$ cat src/rtl/aes_func_pkg.sv
// ---------------------------------------------------------------------------
// aes_func : shared AES helper package.
//   - key_len encodings and the key-schedule storage depth MAXW
//   - Nr(Nb, Nk) : Rijndael round count, 0 for an unsupported combination
//   - Nk(key_len), xtime(byte), RotWord(word) : key-schedule helpers
//   - ks_state_e : key-expansion FSM states
// Optional build macro: AES_KEY_ZEROIZE_EN adds the ZERO state to ks_state_e.
// ---------------------------------------------------------------------------
package aes_func;

  localparam int MAXW = 120;

  localparam logic [1:0] KEY_LEN_128 = 2'd0;
  localparam logic [1:0] KEY_LEN_192 = 2'd1;
  localparam logic [1:0] KEY_LEN_256 = 2'd2;
  localparam logic [1:0] KEY_LEN_BAD = 2'd3;

`ifdef AES_KEY_ZEROIZE_EN
  typedef enum logic [2:0] {
    ST_IDLE   = 3'd0,
    ST_LOAD   = 3'd1,
    ST_EXPAND = 3'd2,
    ST_FIN    = 3'd3,
    ST_ZERO   = 3'd4
  } ks_state_e;
`else
  typedef enum logic [2:0] {
    ST_IDLE   = 3'd0,
    ST_LOAD   = 3'd1,
    ST_EXPAND = 3'd2,
    ST_FIN    = 3'd3
  } ks_state_e;
`endif

  // Rijndael round count: max(Nb, Nk) + 6, or 0 when either size is illegal.
  function automatic logic [3:0] Nr(input int nb, input int nk);
    if (!(nb == 4 || nb == 6 || nb == 8)) return 4'd0;
    if (!(nk == 4 || nk == 6 || nk == 8)) return 4'd0;
    return (nb > nk) ? 4'(nb + 6) : 4'(nk + 6);
  endfunction

  // Key length in 32-bit words; 0 marks the illegal encoding.
  function automatic logic [3:0] Nk(input logic [1:0] key_len);
    case (key_len)
      KEY_LEN_128: return 4'd4;
      KEY_LEN_192: return 4'd6;
      KEY_LEN_256: return 4'd8;
      default:     return 4'd0;
    endcase
  endfunction

  // Multiply by x in GF(2^8) modulo x^8+x^4+x^3+x+1.
  function automatic logic [7:0] xtime(input logic [7:0] b);
    return {b[6:0], 1'b0} ^ (b[7] ? 8'h1b : 8'h00);
  endfunction

  // Cyclic left rotation by one byte.
  function automatic logic [31:0] RotWord(input logic [31:0] w);
    return {w[23:0], w[31:24]};
  endfunction

endpackage

$ cat src/rtl/aes_sbox.sv
// ---------------------------------------------------------------------------
// aes_sbox : combinational AES forward S-box (one byte).
//   byte_i : input byte
//   byte_o : substituted byte
// ---------------------------------------------------------------------------
module aes_sbox (
  input  logic [7:0] byte_i,
  output logic [7:0] byte_o
);

  localparam logic [0:255][7:0] SBOX = {
    128'h637c777bf26b6fc53001672bfed7ab76,
    128'hca82c97dfa5947f0add4a2af9ca472c0,
    128'hb7fd9326363ff7cc34a5e5f171d83115,
    128'h04c723c31896059a071280e2eb27b275,
    128'h09832c1a1b6e5aa0523bd6b329e32f84,
    128'h53d100ed20fcb15b6acbbe394a4c58cf,
    128'hd0efaafb434d338545f9027f503c9fa8,
    128'h51a3408f929d38f5bcb6da2110fff3d2,
    128'hcd0c13ec5f974417c4a77e3d645d1973,
    128'h60814fdc222a908846eeb814de5e0bdb,
    128'he0323a0a4906245cc2d3ac629195e479,
    128'he7c8376d8dd54ea96c56f4ea657aae08,
    128'hba78252e1ca6b4c6e8dd741f4bbd8b8a,
    128'h703eb5664803f60e613557b986c11d9e,
    128'he1f8981169d98e949b1e87e9ce5528df,
    128'h8ca1890dbfe6426841992d0fb054bb16
  };

  assign byte_o = SBOX[byte_i];

endmodule

$ cat src/rtl/aes_key_expand.sv
// ---------------------------------------------------------------------------
// aes_key_expand : iterative Rijndael key schedule, one 32-bit word per cycle.
// All NB*(Nr+1) round-key words are generated into internal storage and
// served to the round datapath through a registered read port.
//
// Parameters
//   NB   : block size in words (4, 6 or 8)
//   MAXW : storage depth in words (fixed at 120)
// Ports
//   clock    : rising-edge clock
//   reset    : asynchronous active-high reset
//   start    : expansion request, sampled only in IDLE
//   key_len  : 0=128, 1=192, 2=256 bit key, 3=illegal
//   key      : cipher key, word j at key[255-32j -: 32]
//   busy     : expansion (or zeroize sweep) in progress
//   done     : one-cycle pulse after the last word is written
//   error    : one-cycle pulse for a rejected start
//   nr       : round count latched at an accepted start
//   rk_raddr : word read address
//   rk_rdata : word at rk_raddr, one cycle latency, 0 beyond MAXW-1
//   zeroize  : (only with AES_KEY_ZEROIZE_EN) abort and clear storage
// Optional build macro: AES_KEY_ZEROIZE_EN
// ---------------------------------------------------------------------------
module aes_key_expand
  import aes_func::*;
#(
  parameter int NB   = 4,
  parameter int MAXW = aes_func::MAXW
) (
  input  logic         clock,
  input  logic         reset,
  input  logic         start,
  input  logic [1:0]   key_len,
  input  logic [255:0] key,
`ifdef AES_KEY_ZEROIZE_EN
  input  logic         zeroize,
`endif
  output logic         busy,
  output logic         done,
  output logic         error,
  output logic [3:0]   nr,
  input  logic [6:0]   rk_raddr,
  output logic [31:0]  rk_rdata
);

  ks_state_e    state_q, state_d;
  logic [6:0]   idx_q, idx_d;
  logic [2:0]   imod_q, imod_d;
  logic [7:0]   rcon_q, rcon_d;
  logic [3:0]   nk_q, nk_d;
  logic [3:0]   nr_q, nr_d;
  logic [6:0]   total_q, total_d;
  logic         err_q, err_d;
  logic [31:0]  rdata_q;

  logic [255:0] key_q;
  logic [31:0]  win_q [8];
  logic [31:0]  mem_q [MAXW];

  logic [3:0]   nk_sel;
  logic [3:0]   nr_sel;
  logic [6:0]   total_sel;
  logic         start_ok;
  logic         accept;

  logic [2:0]   imod_next;
  logic [2:0]   back_idx;
  logic [31:0]  load_w;
  logic [31:0]  prev_w;
  logic [31:0]  back_w;
  logic [31:0]  sub_in;
  logic [31:0]  sub_out;
  logic [31:0]  temp_w;
  logic [31:0]  new_w;

  logic         wr_en;
  logic         win_we;
  logic [31:0]  wr_data;

  // Start qualification: an unsupported NB or key_len yields Nr == 0.
  assign nk_sel    = Nk(key_len);
  assign nr_sel    = Nr(NB, int'(nk_sel));
  assign start_ok  = (nr_sel != 4'd0);
  assign total_sel = 7'(NB * (int'(nr_sel) + 1));

  // i mod Nk, kept as a wrapping counter alongside i.
  assign imod_next = (({1'b0, imod_q} + 4'd1) == nk_q) ? 3'd0 : imod_q + 3'd1;

  // Window: win_q[0] holds w[i-1], win_q[Nk-1] holds w[i-Nk].
  assign back_idx = 3'(nk_q - 4'd1);
  assign prev_w   = win_q[0];
  assign back_w   = win_q[back_idx];
  assign load_w   = key_q[{3'd7 - idx_q[2:0], 5'd0} +: 32];

  assign sub_in = (imod_q == 3'd0) ? RotWord(prev_w) : prev_w;

  for (genvar b = 0; b < 4; b++) begin : g_sbox
    aes_sbox u_sbox (
      .byte_i (sub_in[8*b +: 8]),
      .byte_o (sub_out[8*b +: 8])
    );
  end

  always_comb begin
    temp_w = prev_w;
    if (imod_q == 3'd0) begin
      temp_w = sub_out ^ {rcon_q, 24'h000000};
    end else if (nk_q == 4'd8 && imod_q == 3'd4) begin
      temp_w = sub_out;
    end
  end

  assign new_w = back_w ^ temp_w;

  always_comb begin
    state_d = state_q;
    idx_d   = idx_q;
    imod_d  = imod_q;
    rcon_d  = rcon_q;
    nk_d    = nk_q;
    nr_d    = nr_q;
    total_d = total_q;
    err_d   = 1'b0;
    accept  = 1'b0;
    wr_en   = 1'b0;
    win_we  = 1'b0;
    wr_data = 32'h0;

    case (state_q)
      ST_IDLE: begin
        if (start) begin
          if (start_ok) begin
            accept  = 1'b1;
            nk_d    = nk_sel;
            nr_d    = nr_sel;
            total_d = total_sel;
            idx_d   = 7'd0;
            imod_d  = 3'd0;
            rcon_d  = 8'h01;
            state_d = ST_LOAD;
          end else begin
            err_d = 1'b1;
          end
        end
      end
      ST_LOAD: begin
        wr_en   = 1'b1;
        win_we  = 1'b1;
        wr_data = load_w;
        idx_d   = idx_q + 7'd1;
        imod_d  = imod_next;
        if (idx_q == ({3'b000, nk_q} - 7'd1)) state_d = ST_EXPAND;
      end
      ST_EXPAND: begin
        wr_en   = 1'b1;
        win_we  = 1'b1;
        wr_data = new_w;
        idx_d   = idx_q + 7'd1;
        imod_d  = imod_next;
        if (imod_q == 3'd0) rcon_d = xtime(rcon_q);
        if (idx_q == (total_q - 7'd1)) state_d = ST_FIN;
      end
      ST_FIN: begin
        state_d = ST_IDLE;
      end
`ifdef AES_KEY_ZEROIZE_EN
      ST_ZERO: begin
        wr_en   = 1'b1;
        wr_data = 32'h0;
        idx_d   = idx_q + 7'd1;
        if (idx_q == 7'(MAXW - 1)) state_d = ST_IDLE;
      end
`endif
      default: begin
        state_d = ST_IDLE;
      end
    endcase

`ifdef AES_KEY_ZEROIZE_EN
    // Zeroize overrides everything, including a start in the same cycle.
    if (zeroize) begin
      accept  = 1'b0;
      err_d   = 1'b0;
      idx_d   = 7'd0;
      state_d = ST_ZERO;
    end
`endif
  end

  always_ff @(posedge clock or posedge reset) begin
    if (reset) begin
      state_q <= ST_IDLE;
      idx_q   <= 7'd0;
      imod_q  <= 3'd0;
      rcon_q  <= 8'h00;
      nk_q    <= 4'd0;
      nr_q    <= 4'd0;
      total_q <= 7'd0;
      err_q   <= 1'b0;
      rdata_q <= 32'h0;
    end else begin
      state_q <= state_d;
      idx_q   <= idx_d;
      imod_q  <= imod_d;
      rcon_q  <= rcon_d;
      nk_q    <= nk_d;
      nr_q    <= nr_d;
      total_q <= total_d;
      err_q   <= err_d;
      // Read-before-write: a same-cycle write to rk_raddr returns the old word.
      rdata_q <= (rk_raddr < 7'(MAXW)) ? mem_q[rk_raddr] : 32'h0;
    end
  end

  // Datapath storage carries no reset; partial words survive an abort.
  always_ff @(posedge clock) begin
    if (accept) key_q <= key;
    if (win_we) begin
      win_q[0] <= wr_data;
      for (int k = 1; k < 8; k++) win_q[k] <= win_q[k-1];
    end
    if (wr_en) mem_q[idx_q] <= wr_data;
  end

`ifdef AES_KEY_ZEROIZE_EN
  assign busy = (state_q == ST_LOAD) || (state_q == ST_EXPAND) || (state_q == ST_ZERO);
`else
  assign busy = (state_q == ST_LOAD) || (state_q == ST_EXPAND);
`endif
  assign done     = (state_q == ST_FIN);
  assign error    = err_q;
  assign nr       = nr_q;
  assign rk_rdata = rdata_q;

endmodule

$ cat config.mk
export PLATFORM = sky130hd
export DESIGN_NAME = aes_key_expand
export DESIGN_NICKNAME = d
export VERILOG_FILES = /design/src/rtl/aes_func_pkg.sv /design/src/rtl/aes_sbox.sv /design/src/rtl/aes_key_expand.sv
export SDC_FILE = /design/constraint.sdc
export NUM_CORES = 2
export LEC_CHECK = 0
export ABC_CLOCK_PERIOD_IN_PS = 15800
export BUFFER_PORTS_ARGS = -buffer_cell sky130_fd_sc_hd__buf_2
export CORE_ASPECT_RATIO = 0.9
export CORE_MARGIN = 2
export CORE_UTILIZATION = 45
export DETAILED_ROUTE_END_ITERATION = 12
export PLACE_DENSITY = 0.57
export REMOVE_ABC_BUFFERS = 1
export SKIP_CTS_REPAIR_TIMING = 1
export SLEW_MARGIN = 20
export SYNTH_ARGS = -nofsm -noshare
export SYNTH_HDL_FRONTEND = slang
export SYNTH_SLANG_ARGS = --single-unit
$ cat constraint.sdc
create_clock -name clock -period 15.8 [get_ports clock]
set_input_delay 0 -clock clock [delete_from_list [all_inputs] [get_ports clock]]
set_output_delay 0 -clock clock [all_outputs]
set_load 0.005 [all_outputs]
---- Yosys cells after proc, flatten, opt, wreduce, memory -nomap -nowiden ----
Memory sizes are Yosys's and may differ from the RTL's.
Index checks and enable logic that the tools add are counted.
word-level totals
  bits in registers ....................... 323
  latch bits .............................. 0
  bits in writable memories ............... 4096
  bits in read-only memories .............. 8192
  memories kept ........................... 6
  input bits .............................. 268
  logic and storage cells ................. 114
cells by class
  div/mod/pow operators ................... 0
  equal/unequal tests ..................... 18
  bitwise operators ....................... 7
  multipliers ............................. 0
  shifts and indexed selects .............. 1
  $add $sub $neg .......................... 9
  magnitude comparators ................... 6
  reduce and logical (&&, ||, !) cells .... 15
  mux-type cells .......................... 42
memories
  name              words  bits a word  read ports  clocked after Yosys merged registers in  write ports  RTL line              source
  mem_q             120    32           1           0                                        1            aes_key_expand.sv:58  logic [31:0] mem_q [MAXW];
  (name not given)  256    8            1           0                                        0            aes_sbox.sv:30        assign byte_o = SBOX[byte_i];
  (name not given)  256    8            1           0                                        0            aes_sbox.sv:30
  (name not given)  256    8            1           0                                        0            aes_sbox.sv:30
  (name not given)  256    8            1           0                                        0            aes_sbox.sv:30
  win_q             8      32           8           0                                        8            aes_key_expand.sv:57  logic [31:0] win_q [8];
operators with widths
  cell                   number
  $shiftx A256 B9 Y32    1
  $mux W32               4
  $mux W8                11
  $pmux W32 S2           1
  $xor A32 B32 Y32       2
  $ge A9 B9 Y1 const B   4
  $not A8 Y9             4
  $mux W3                7
  $eq A4 B4 Y1 const B   4
  $pmux W8 S2            1
  $eq A7 B7 Y1           2
  $mux W7                2
  $pmux W7 S2            1
  $pmux W4 S3            1
  $ne A2 B2 Y1 const B   5
  $mux W1                9
  $pmux W3 S3            1
  $mux W4                2
  $reduce_and A4 Y1      2
  $xor A8 B5 Y8          1
  $add A7 B1 Y7 const B  1
  $lt A7 B7 Y1 const B   1
  $sub A7 B1 Y7 const B  1
  $eq A3 B2 Y1 const B   2
  23 further kinds       28

---- Longest topological paths before layout ----
  depth in word-level cells ............... 10
  depth in mapped cells ................... 20
  mapped depth without buffers ............ 16

---- By module ----
Synthesis repeated with hierarchy kept, for this count alone.
second synthesis, totals
  cell total of the unflattened synthesis .. 9798
  area total of the unflattened synthesis .. 181158.7 sq um
modules (own cells, without submodules)
  module          area an instance (sq um)  times used  sequential area each (sq um)  cells an instance
  aes_key_expand  168441.5                  1           132186.8                      7770
  aes_sbox        3179.3                    4           0.0                           507

---- Worst setup path before layout ----
No wires, ideal clock.
  kind .................................... register to register
  start point ............................. register state_q[0]
  end point ............................... memory mem_q[0][31] (data pin)
  period minus slack after synthesis ...... 12.879 ns
  library setup time ...................... 1.170 ns
  arrival time ............................ 11.709 ns
  path slack .............................. 2.921 ns
  path buffers ............................ 1
  cell stages (with the launch flop) ...... 8
  path through ............................ dfrtp_1 > inv_1 > ha_1 > clkbuf_1 > inv_1 > nor2_1 > o21ai_0 > o31ai_1
between the ends
  cells in the longest elaborated chain, start to end .. 2
  elaborated cells on any way between the ends .. 3
  classes of those cells .................. eq/ne: 2; mux: 1
RTL lines
  element                                       RTL line               source
  from (decl)                                   aes_key_expand.sv:46   ks_state_e state_q, state_d;
  from (signal assigned)                        aes_key_expand.sv:202  state_q <= state_d;
  $eq A3 B2 Y1 or $eq A3 B1 Y1 (tied branches)  aes_key_expand.sv:129  case (state_q)
  $pmux W32 S2 *                                aes_key_expand.sv:129
  net wr_data[31]                               aes_key_expand.sv:78   logic [31:0] wr_data;
  to (decl)                                     aes_key_expand.sv:58
The timed path passes the listed nets; every way through them passes the cells marked *.

---- Final worst setup path ----
  start point ............................. register imod_q[2]
  end point ............................... memory mem_q[101][2] (data pin)
between the ends
  cells in the longest elaborated chain, start to end .. 10
  elaborated cells on any way between the ends .. 13
  classes of those cells .................. eq/ne: 1; mux: 6; bitwise: 3; reduce/logical: 2; memory: 1
RTL lines
  element                                       RTL line                                      source
  from (decl)                                   aes_key_expand.sv:48                          logic [2:0] imod_q, imod_d;
  from (signal assigned)                        aes_key_expand.sv:204                         imod_q <= imod_d;
  $logic_not A3 Y1                              aes_key_expand.sv:95, aes_key_expand.sv:106
  $mux W32                                      aes_key_expand.sv:95                          assign sub_in = (imod_q == 3'd0) ? RotWord(prev_w) : prev_w;
  $not A8 Y9 (not written as such)              aes_sbox.sv:30
  $mem_v2 Z256 W8                               n/a
  $mux W8 (not written as such) (2 in a row)    aes_sbox.sv:30
  $mux W32 or $xor A32 B32 Y32 (tied branches)  aes_key_expand.sv:108, aes_key_expand.sv:107
  $mux W32 *                                    aes_key_expand.sv:106                         if (imod_q == 3'd0) begin
  $xor A32 B32 Y32 *                            aes_key_expand.sv:113                         assign new_w = back_w ^ temp_w;
  $pmux W32 S2 *                                aes_key_expand.sv:129
  net wr_data[2]                                aes_key_expand.sv:78
The timed path passes the listed nets; every way through them passes the cells marked *. The select of a mux whose other input is x is not followed.

==> impl_metrics.py <==
metrics = {
    "setup_path": {
        "r2r_cells": 17,
        "reg2reg_from": "imod_q[2]",
        "arrival_ns": 9.07,
        "crit_path_end_kind": "flop",
        "startpoint_type": "flop",
        "worst-path-max-fanout": 89,
        "crit_required_ns": 16.43,
        "r2r-end": "mem_q[101][2]",
        "slowest_delay_ns": 0.78,
        "worstSetupPathType": "reg2reg",
        "r2r_setup_slack_ns": 7.36,
        "timing.critical_path.mode_cell": "buf_4",
        "cp-startpoint": "imod_q[2]",
        "crit_path_top_delay_cell": "ha_1",
        "cp_cell_sequence": "buf_4, nand2b_4, mux2_2, buf_4, clkinv_1, ha_1, a211oi_1, a211oi_1, a311oi_1, a311oi_1, nor4_1, a31oi_1, a31oi_1, buf_4, xor2_1, o21ai_4, buf_4",
    },
    "outcome": {
        "status": "finished clean",
    },
    "drt": {
        "ant_nets": 0,
        "num_vias": 106000,
        "wl_per_cell_um": 38.2,
        "via_per_inst": 6.58,
        "totalWireLength_um": 615000,
        "dr.pass1.iters": 6,
        "first_iter_violations": 16500,
        "drc_errors": 0,
    },
    "clocking": {
        "htree_levels": 5,
        "clkLatencyLatePin_ns": 1.02,
        "cts_root_buffer": "clkbuf_16",
        "cts_buffers": 443,
        "cts_tree": "done",
        "cts.sinks": 4412,
        "cts_buffer_depth": 4,
        "path_clk_slew_ns": 0.07,
    },
    "yosys": {
        "muxShareOfSynthArea_pct": 15.9,
        "synth_warnings": 0,
        "synth_edf_count": 4352,
        "synthTopCellsByCount": "4352 x edfxtp_1, 1188 x mux4_2, 374 x nand2_1",
        "synth_compound_area_share_pct": 6.10,
        "ys_ff_latch": 4412,
        "synthSimpleGateAreaFrac_pct": 2.82,
        "postSynthAreaPerCell_sq_um": 19.4,
        "synth_top_area_share_pct": 71.9,
        "synthTopCellsByArea": "edfxtp_1 72%, mux4_2 15%, o21ai_0 0.85%",
        "yosysMostFrequentCell": "edfxtp_1",
        "synth_xor_area_share_pct": 0.337,
        "yosysSeqAreaShare_pct": 72.7,
        "synth_area_sq_um": 182000,
        "yosys.area.top_type": "edfxtp_1",
        "synth_ff_type": "edfxtp_1",
        "synthAdderAreaFrac_pct": 0.330,
        "synthArstFlopShare_pct": 1.36,
        "synth.distinct_cells": 113,
        "syn_inst": 9386,
        "synth_top_family_by_area": "multiplexers",
    },
    "worst_hold_path": {
        "whs_endpoint": "nk_q[1]",
        "min_path_cells": 5,
        "min-delay-start": "key_len[0]",
        "hp-class": "in2reg",
    },
    "layout": {
        "finalNonFillerCells": 16100,
        "final_util_pct": 52.7,
        "syn_to_final_growth_pct": 16.5,
        "num-fill-cells": 31300,
        "nets": 10700,
        "seq_area_sq_um": 132000,
        "drive_above_1_share_pct": 26.7,
        "multi_input_area_sq_um": 48000,
    },
    "global_route": {
        "grt_pass1_vias": 100000,
        "grt_pass1_wl_um": 831000,
        "grt.total_usage_pct": 29.3,
        "grt_max_degree": 122,
        "use_met1_pct": 44.4,
        "grt_remaining_overflow": 0,
        "grtUsageMet3_pct": 7.64,
        "use_met2_pct": 42.6,
        "antenna_found_initial": 55,
        "grt.busiest_layer": "met1",
    },
    "floorplan": {
        "start_util_pct": 45.2,
        "dieArea_sq_um": 409000,
        "die_x_um": 674,
        "num_rows": 221,
        "core-area_sq_um": 402000,
        "die_h_um": 607,
        "pin_count": 307,
    },
    "power_and_ir_drop": {
        "p_per_area_nw_per_um2": 201,
        "power_leakage_nw": 67.9,
        "power_frac_comb_pct": 35.3,
        "p_sw_mw": 16.4,
        "p_clk_share_pct": 25.1,
        "p_sw_share_pct": 38.5,
        "vdd_drop_max_uv": 302,
        "p_int_mw": 26.1,
        "sequentialPowerShare_pct": 39.6,
    },
    "sta": {
        "worst_pin_slew_ns": 1.20,
        "rsz0062_at_grt": "false",
        "fin_tns_setup_ns": 0,
        "finClkSkew_ns": 0.0865,
        "maxSlewViolCount": 0,
        "setup_viol": 0,
        "finalHoldViolations": 0,
        "timing.final.crit_period_ns": 8.44,
        "relSlewSlack_pct": 19.0,
        "min_period_over_period_pct": 53.4,
        "fmax_ghz": 0.118,
    },
    "place": {
        "dp_cells": 14700,
        "hpwl_um": 354000,
        "port_buffers": 305,
        "place_congestion": 0.943,
    },
    "run": {
        "cap_viol_max_count": 0,
    },
}
[layer usage]
layer | share of wire [%] | up-vias | wire length (um)
met3 | 12 | 1060 | 72700
met1 | 42 | 57000 | 255000
met2 | 44 | 6479 | 269000
met4 | 3.0 | 18 | 18200
met5 | 0.019 | - | 115
li1 | - | 41600 | -
[power by group through the flow]
stage	Clock (mW)	Combinational, mW	Sequential (mW)
after floorplan	0	7.46	17.6
after global placement	0	14.4	17.0
after detailed placement	0	14.3	17.0
after CTS	10.8	14.4	16.8
after global routing	11.2	15.6	16.8
final	10.7	15.0	16.8
[logic make-up after synthesis]
logic type               after synthesis
adder cells (fa/ha/maj)               48
other                                  1
AO/OA/AOI/OAI                       1594
XOR/XNOR                              70
buffers and inverters                745
multiplexers                        1393
flip-flops                          4412
AND/OR/NAND/NOR                     1123
[sequential cells by signal, indices dropped and copies added, names as in the netlist, 3 cells and up]
register	count
nk_q	3
mem_q	3840
idx_q	7
win_q	256
rcon_q	8
imod_q	3
rk_rdata	32
key_q	256
[critical path: cells and delay by family (launching register included)]
family | cells | cell delay (ns)
and+or+nand+nor | 2 | 0.97
AOI/OAI and AO/OA | 7 | 2.40
xor gates and xnor gates | 1 | 0.10
buffers and inverters | 5 | 2.56
DFF | 1 | 0.65
adders and majority gates | 1 | 0.78
muxes | 1 | 0.29
[cells in the final DEF (no fill, tap or decap), drive strengths merged, types with 101 or more instances in the layout]
| cell | Yosys | layout |
|---|---|---|
| edfxtp | 4352 | 4352 |
| mux4 | 1188 | 1188 |
| buf | 350 | 700 |
| clkbuf | 337 | 550 |
| dlygate4sd3 | 0 | 523 |
| nand2 | 376 | 376 |
| nor2 | 365 | 365 |
| o21ai | 320 | 320 |
| a21oi | 304 | 304 |
| clkinv | 5 | 198 |
| mux2i | 155 | 155 |
| a22oi | 117 | 117 |
| nor3 | 104 | 104 |
| nand3 | 101 | 101 |
[cell type report]
class,count,share of cell area (%)
Tap cell,5352,3.16
Clock inverter,273,1.38
Antenna cell,32,0.0378
Inverter,58,0.110
Clock buffer,550,5.56
Timing Repair Buffer,1223,4.69
Multi-Input combinational cell,4229,22.7
Sequential cell,4412,62.4
[how the worst max path moves through the flow]
stage / depth (start not counted) / slack (ns) / end
final: 17 / 7.36 / mem_q[101][2]
after CTS: 17 / 7.70 / mem_q[106][2]
after detailed placement: 17 / 7.74 / mem_q[103][2]
after global placement: 17 / 7.87 / mem_q[104][2]
after global routing: 17 / 7.02 / mem_q[101][2]
after floorplan: 4 / 0.53 / mem_q[0][12]
[through the flow]
stage	cell area [sq um]	hold slack [ns]	worst slack, ns	power [mW]
2_1_floorplan	179000	0.0857	0.528	25.0
3_3_place_gp	192000	0.0625	7.87	31.3
3_5_place_dp	192000	0.0660	7.74	31.3
4_1_cts	206000	-1.01	7.70	41.9
5_1_grt	212000	0.142	7.02	43.7
6_report	212000	0.147	7.36	42.5
No activity file was read; power rests on OpenSTA's default activity.
